## src/rtl/valve_skid.sv

```systemverilog
// Registered Maybe-valve: ctrl=1 items are discarded, ctrl=0 payloads pass through a
// 2-entry output FIFO. Includes a stall/drop gate and a saturating drop counter.
module valve_skid #(
   parameter int W_DATA    = 16,
   parameter int GATE_MODE = 0,
   parameter int W_CNT     = 16
) (
   input  logic              clk,
   input  logic              rst,
   input  logic              din_valid,
   input  logic [W_DATA:0]   din_data,
   output logic              din_ready,
   output logic              dout_valid,
   output logic [W_DATA-1:0] dout_data,
   input  logic              dout_ready,
   input  logic              gate,
   input  logic              cnt_clr,
   output logic [W_CNT-1:0]  drop_cnt
);
   localparam logic [W_CNT-1:0] CNT_ONE   = W_CNT'(1);
   localparam logic [W_CNT-1:0] CNT_MAX   = '1;
   localparam logic             GATE_DROP = (GATE_MODE == 1);

   logic [1:0]        occ;
   logic [W_DATA-1:0] head;
   logic [W_DATA-1:0] tail;
   logic [W_DATA-1:0] payload;
   logic              ctrl;
   logic              is_drop;
   logic              is_keep;
   logic              not_full;
   logic              push;
   logic              pop;
   logic              drop_hs;

   assign ctrl     = din_data[W_DATA];
   assign payload  = din_data[W_DATA-1:0];
   assign is_drop  = ctrl || (!gate && GATE_DROP);
   assign is_keep  = !ctrl && gate;
   assign not_full = (occ != 2'd2);

   // Ready is forced low during reset so nothing is consumed in that cycle.
   always_comb begin
      din_ready = 1'b0;
      if (!rst) begin
         din_ready = din_valid ? (is_drop || (is_keep && not_full)) : not_full;
      end
   end

   assign push       = din_valid && din_ready && is_keep;
   assign drop_hs    = din_valid && din_ready && is_drop;
   assign dout_valid = (occ != 2'd0);
   assign dout_data  = head;
   assign pop        = dout_valid && dout_ready && !rst;

   // Head is always the oldest entry; tail only holds data when occ==2.
   always_ff @(posedge clk) begin
      if (rst) begin
         occ  <= 2'd0;
         head <= '0;
         tail <= '0;
      end else if (pop && push) begin
         if (occ == 2'd1) begin
            head <= payload;
         end else begin
            head <= tail;
            tail <= payload;
         end
      end else if (pop) begin
         head <= tail;
         occ  <= occ - 2'd1;
      end else if (push) begin
         if (occ == 2'd0) begin
            head <= payload;
         end else begin
            tail <= payload;
         end
         occ <= occ + 2'd1;
      end
   end

   always_ff @(posedge clk) begin
      if (rst) begin
         drop_cnt <= '0;
      end else if (cnt_clr) begin
         drop_cnt <= drop_hs ? CNT_ONE : '0;
      end else if (drop_hs && (drop_cnt != CNT_MAX)) begin
         drop_cnt <= drop_cnt + CNT_ONE;
      end
   end

endmodule
```

## config.mk

```make
export PLATFORM = sky130hd
export DESIGN_NAME = valve_skid
export DESIGN_NICKNAME = d
export VERILOG_FILES = /design/src/rtl/valve_skid.sv
export SDC_FILE = /design/constraint.sdc
export NUM_CORES = 1
export LEC_CHECK = 0
export CORE_UTILIZATION = 30
export DETAILED_ROUTE_END_ITERATION = 10
export GPL_ROUTABILITY_DRIVEN = 0
export HOLD_SLACK_MARGIN = 0.15
export SYNTH_ARGS = -nofsm -noshare
export SYNTH_HDL_FRONTEND = slang
export SYNTH_SLANG_ARGS = --single-unit
```

## constraint.sdc

```tcl
create_clock -name clk -period 2.81 [get_ports clk]
set_clock_uncertainty 0.05 [all_clocks]
set_input_delay 0.562 -clock clk [delete_from_list [all_inputs] [get_ports clk]]
set_output_delay 0.562 -clock clk [all_outputs]
set_load 0.05 [all_outputs]
```

==> run summary, run 1 <==
Status: completed
Worst hold slack: 0.431 ns
P per Cell Area: 471 nW/um2
Max Fclk: 0.394 GHz
Post-route design area: 3350 um2
Syn nets: 324
Grt ovf: 0
# hold bufs at CTS: 0
Power Total: 0.00158 W
Sw Ratio: 28.4%
Core area: 7890 um2
Clock power frac: 33.4%
Detail Route Antenna Nets: 0
Avg WL per Cell: 13.5 um
Worst-path clk slew: 0.10 ns
Synthesized area per cell: 8.49 um2
HPWL Detailed: 4.25 mm
Post-Syn Area: 2490 um2
Switching power: 0.000448 W
CTS resizes: 0
Setup CP Type: in -> reg
Post CTS Setup Buffer Count: 0
# rows: 32
Largest net degree at the start of global routing: 51
Sequential cell area fraction in the yosys report: 40.1%
Vias per cell: 5.12
Vias: 2315
Vias in the first global route: 2144
RSZ-0062 raised after global routing: no
P_int: 0.00113 W
Area delta synth->final: 34.2%
CP Launch Type: input pin
Setup TNS: 0 ns
Die width: 93.2 um
Nets: 379
Hold Violations, Final: 0
Final worst path period share: 90.3%
Die ar.: 8690 um2
Routed Wire Length: 6.12 mm
CTS tree: done
Ys async rst share: 0%
H-Tree Level Count: 2
DP Area: 3230 um2
CTS Buf Count: 5
Worst Path Arrival: 2.69 ns
DR top layer: met4
HP Class: reg -> reg
Cell Count, Final, Fillers Out: 452
Logic gate share of total power: 19.2%
Cells taking the most area after synthesis: dfxtp_1 40%, nand2b_1 8.3%, mux2i_1 6.8%, nand2_1 6.3%, a311oi_1 5.6%
#FFs+latches synth: 50
Worst-Skew Late Latency: 0.30 ns
Remaining DRCs: 0
Clk root buf: clkbuf_8
Seq pwr share: 47.4%
Rel. slew slack: 51.3%
Share of post-route cells with drive strength above 1: 7.43%
I/O Buffers: 56
Area share of the largest cell type after synthesis: 40.1%
Max Cap Violations: 0
First-pass GRT wire length: 9.86 mm
Final slew viol count: 0
VDD IR-drop max: 0.193 mV
Met1 WL: 2.88 mm
Clock sink count: 50
Fin crit period: 2.54 ns
First DRT Iteration DRCs: 137
Leak: 1.14 nW
Unique cell type count in the Yosys netlist: 41
Tightest Pin Transition: 0.730 ns
I/O pin count: 57
Setup violators final: 0
Area leader, netlist: dfxtp_1
All-Layer GR Usage: 14.2%
Crit. End Element: register
Starting Density: 31.6%
CP required: 2.96 ns
Initial antenna violation count: 0
Clock Tree Buf Depth: 2
Met3 Wirelength: 183 um
Die Ht: 93.2 um
Inst Count DP: 444
# diodes: 0
Gate Count Post-Synth: 294
Ys flop type: dfxtp_1
Post-synth EDFFs: 0
Drt pass-1 iters: 4
Met2 wire len: 3.01 mm
Synth Warn #: 0
Crit Path Max Fanout: 16
[flip-flops by register name (all words and copies together) (netlist names)]
| name | flops |
|---|---|
| dout_data | 16 |
| drop_cnt | 16 |
| tail | 16 |
| occ | 2 |
[final timing paths]
kind / start / end / slack [ns] / cells past startpoint
worst max register to register: occ[0]$_SDFFE_PP0P_ / dout_data[15]$_SDFFE_PP0P_ / 0.40 / 9
worst min register to register: tail[2]$_SDFFE_PP0P_ / tail[2]$_SDFFE_PP0P_ / 0.43 / 2
worst max-delay path: din_data[16] / dout_data[15]$_SDFFE_PP0P_ / 0.27 / 8
worst min-delay path: tail[2]$_SDFFE_PP0P_ / tail[2]$_SDFFE_PP0P_ / 0.43 / 2
[layer usage]
metal  global-route usage [%]  vias up
met1                     18.3     1110
met4                     4.62        0
li1                         -     1159
met3                     2.11        2
met5                        0        -
met2                     24.0       44
[worst max-delay path, stage by stage]
cell	delay, ns
clkdlybuf4s50_1	0.56
nor2_1	0.09
nand3_1	0.13
inv_1	0.06
ha_1	0.22
o21ai_2	0.61
nand2_1	0.12
a311oi_1	0.32
[power groups by stage]
| stage | clock (W) | combinational (W) | sequential (W) |
|---|---|---|---|
| global placement | 0 | 0.000300 | 0.000765 |
| global route | 0.000576 | 0.000325 | 0.000752 |
| CTS | 0.000545 | 0.000305 | 0.000749 |
| floorplan | 0 | 0.000118 | 0.000829 |
| detailed placement | 0 | 0.000304 | 0.000765 |
| finish | 0.000527 | 0.000303 | 0.000748 |
[cells in the final DEF (no fill, tap or decap), types with 3 or more instances in the layout]
cell             netlist  layout
a21oi_1                9       9
a311oi_1              16      16
a31oi_1                7       7
buf_12                 0       4
buf_4                  0       6
clkbuf_8               0       5
clkdlybuf4s50_1        0      55
dfxtp_1               50      50
ha_1                   7       7
inv_1                  6       6
mux2i_1               17      17
nand2_1               42      42
nand2b_1              33      33
nand3_1                7       7
nand4_1                7       7
nor2_1                27      27
nor4_1                 3       3
o21ai_0                4       4
o31ai_1                5       5
or3_1                  4       4
or4_1                  4       4
[cell usage after synthesis (5+ instances only)]
| library cell | number |
|---|---|
| dfxtp_1 | 50 |
| nand2_1 | 42 |
| nand2b_1 | 33 |
| nor2_1 | 27 |
| mux2i_1 | 17 |
| a311oi_1 | 16 |
| clkbuf_1 | 13 |
| a21oi_1 | 9 |
| a31oi_1 | 7 |
| ha_1 | 7 |
| nand3_1 | 7 |
| nand4_1 | 7 |
| inv_1 | 6 |
| o31ai_1 | 5 |
[kinds of logic after synthesis]
group | after synthesis | synth area share [%]
fa+ha+maj | 7 | 3.51
compound gates | 53 | 15.6
buf+inv | 23 | 3.66
xor+xnor | 2 | 0.702
flops | 50 | 40.1
mux | 17 | 6.82
simple gates | 142 | 29.6
[area by class of cell]
| type | count | area, um2 |
|---|---|---|
| Inverter | 6 | 22.5 |
| Fill cell | 783 | 4540 |
| Timing Repair Buffer | 65 | 676 |
| Tap cell | 102 | 128 |
| Multi-Input combinational cell | 221 | 1400 |
| Sequential cell | 50 | 1000 |
| Clock inverter | 3 | 48.8 |
| Clock buffer | 5 | 68.8 |
[per-stage QoR]
stage                     setup WS, ns  utilization (%)
after floorplan                  0.302                -
after detailed placement       -0.0617             40.9
after global routing            0.0809             42.4
after CTS                        0.266             42.4
after global placement          0.0638             40.9
final                            0.273             42.4
Note: power is estimated with default switching activity, not from simulation.
==> run 2, diff against run 1 <==
--- a/config.mk
+++ b/config.mk
@@ -5,6 +5,7 @@
 export SDC_FILE = /design/constraint.sdc
 export NUM_CORES = 1
 export LEC_CHECK = 0
+export ABC_AREA = 1
 export CORE_UTILIZATION = 30
 export DETAILED_ROUTE_END_ITERATION = 10
 export GPL_ROUTABILITY_DRIVEN = 0
==> run summary, run 2 <==
Leak: 1.43 nW
Rel. slew slack: 49.7%
Top delay family on crit path: buffers and inverters
Synthesized area per cell: 7.12 um2
Worst Reg-to-Reg Cells: 8
Ys async rst share: 0%
Hold path depth: 2
Ys flop type: dfxtp_1
Grt ovf: 0
Die Ht: 98.9 um
# rows: 34
CP Launch Type: register
Remaining DRCs: 0
Most instantiated library cell after synthesis: nand2_1
Starting Density: 31.7%
Area share of the largest cell type after synthesis: 35.5%
Most frequent cells in the layout: 92 x nand2_1, 55 x clkdlybuf4s50_1, 50 x dfxtp_1
# hold bufs at CTS: 0
Clock Tree Buf Depth: 2
First-pass GRT wire length: 11.5 mm
Core area: 8890 um2
Area delta synth->final: 26.9%
CP Cell Sequence: inv_1 > ha_1 > inv_1 > clkdlybuf4s50_1
Crit Path Max Fanout: 4
CP required: 2.20 ns
Cells taking the most area after synthesis: dfxtp_1 36%, nand2_1 12%, o211ai_1 8.5%, inv_1 6.0%, nor2_1 4.3%
Largest net degree at the start of global routing: 34
Vias per cell: 4.82
Worst-path clk slew: 0.11 ns
CP peak stage delay: 0.85 ns
Most used cell, CP: inv_1
VDD IR-drop max: 0.188 mV
Worst hold slack: 0.474 ns
Drt pass-1 iters: 4
CTS tree: done
Vias: 2682
Area leader, netlist: dfxtp_1
Tightest Pin Transition: 0.752 ns
Levels on crit path: 4
I/O pin count: 57
Synth Warn #: 0
CP max stage cell: clkdlybuf4s50_1
Die ar.: 9780 um2
Worst Path Arrival: 2.05 ns
Routed Wire Length: 6.66 mm
# diodes: 0
Vias in the first global route: 2540
Synth cell count leaders: 92 x nand2_1, 50 x dfxtp_1, 45 x inv_1
Clk root buf: clkbuf_8
Final core occ: 40.2%
Hold Violations, Final: 0
Unique cell type count in the Yosys netlist: 32
Nets: 477
Worst path bufs/invs: 3
Share of post-route cells with drive strength above 1: 6.70%
Worst-Skew Late Latency: 0.31 ns
H-Tree Level Count: 2
I/O Buffers: 56
Post-synth EDFFs: 0
Max Cap Violations: 0
First DRT Iteration DRCs: 209
CTS resizes: 0
CTS Buf Count: 5
Max Fclk: 0.375 GHz
Gate Count Post-Synth: 396
Die width: 98.9 um
Syn nets: 426
Clock sink count: 50
P per Cell Area: 408 nW/um2
#FFs+latches synth: 50
Post CTS Setup Buffer Count: 0
Setup CP Type: reg -> out
Most common cell after layout, fill and taps aside: nand2_1
RSZ-0062 raised after global routing: no
Final worst path period share: 94.9%
Status: completed
Post-Syn Area: 2820 um2
Setup violators final: 0
All-Layer GR Usage: 14.4%
Detail Route Antenna Nets: 0
Initial antenna violation count: 0
Crit. End Element: output port
HPWL Detailed: 4.58 mm
HP Class: reg -> reg
Avg WL per Cell: 12.0 um
Setup TNS: 0 ns
Sequential cell area fraction in the yosys report: 35.5%
Final slew viol count: 0
Fin crit period: 2.67 ns
==> run 2: per-stage QoR <==
step | power [W] | cell area (um2) | instances | worst slack (ns)
2_1_floorplan | 0.000917 | 2820 | 396 | 0.0995
3_3_place_gp | 0.00101 | 3480 | 548 | 0.223
3_5_place_dp | 0.00101 | 3480 | 548 | 0.133
4_1_cts | 0.00148 | 3570 | 556 | 0.130
5_1_grt | 0.00154 | 3570 | 556 | 0.0762
6_report | 0.00146 | 3570 | 556 | 0.144
==> run 2: report_power, final <==
group	internal [W]	switching [W]
combinational	0.0000993	0.000158
sequential	0.000726	0.0000115
clock	0.000187	0.000277
==> run 2: layer usage <==
layer | track usage [%] | share of wire (%) | vias up
met4 | 3.79 | 0 | 0
met3 | 2.84 | 4.6 | 0
met1 | 17.8 | 47 | 1196
li1 | - | - | 1418
met5 | 0 | 0 | -
met2 | 25.7 | 49 | 68
==> run 2: kinds of logic (layout without fill, tap and decap cells) <==
logic type | Yosys count | after routing | synth area share [%]
AND/OR/NAND/NOR | 168 | 168 | 27.6
AO/OA/AOI/OAI | 99 | 99 | 21.9
XOR/XNOR | 3 | 3 | 0.933
flip-flops | 50 | 50 | 35.5
adder cells (fa/ha/maj) | 7 | 7 | 3.11
buffers and inverters | 69 | 121 | 10.9
==> run 2: final timing paths <==
| path | slack [ns] | endpoint | start |
|---|---|---|---|
| worst max-delay path | 0.14 | dout_valid | occ[0]$_SDFFE_PP0P_ |
| worst min register to register | 0.47 | drop_cnt[1]$_SDFFE_PP0P_ | drop_cnt[1]$_SDFFE_PP0P_ |
| worst max register to register | 0.40 | dout_data[2]$_SDFFE_PP0P_ | occ[0]$_SDFFE_PP0P_ |
| worst min-delay path | 0.47 | drop_cnt[1]$_SDFFE_PP0P_ | drop_cnt[1]$_SDFFE_PP0P_ |
==> run 2: worst min-delay path: stages (launching register included) <==
cell and delay (ns):
dfxtp_1 0.35, nor2_1 0.10, nor2_1 0.04
==> run 2: layout make-up <==
cell class / instances / area [um2]
inverter: 48 / 181
timing repair buffer: 65 / 651
clock buffer: 5 / 68.8
fill: 911 / 5320
multi-input combinational: 277 / 1510
clock inverter: 3 / 28.8
sequential: 50 / 1000
tap: 108 / 135
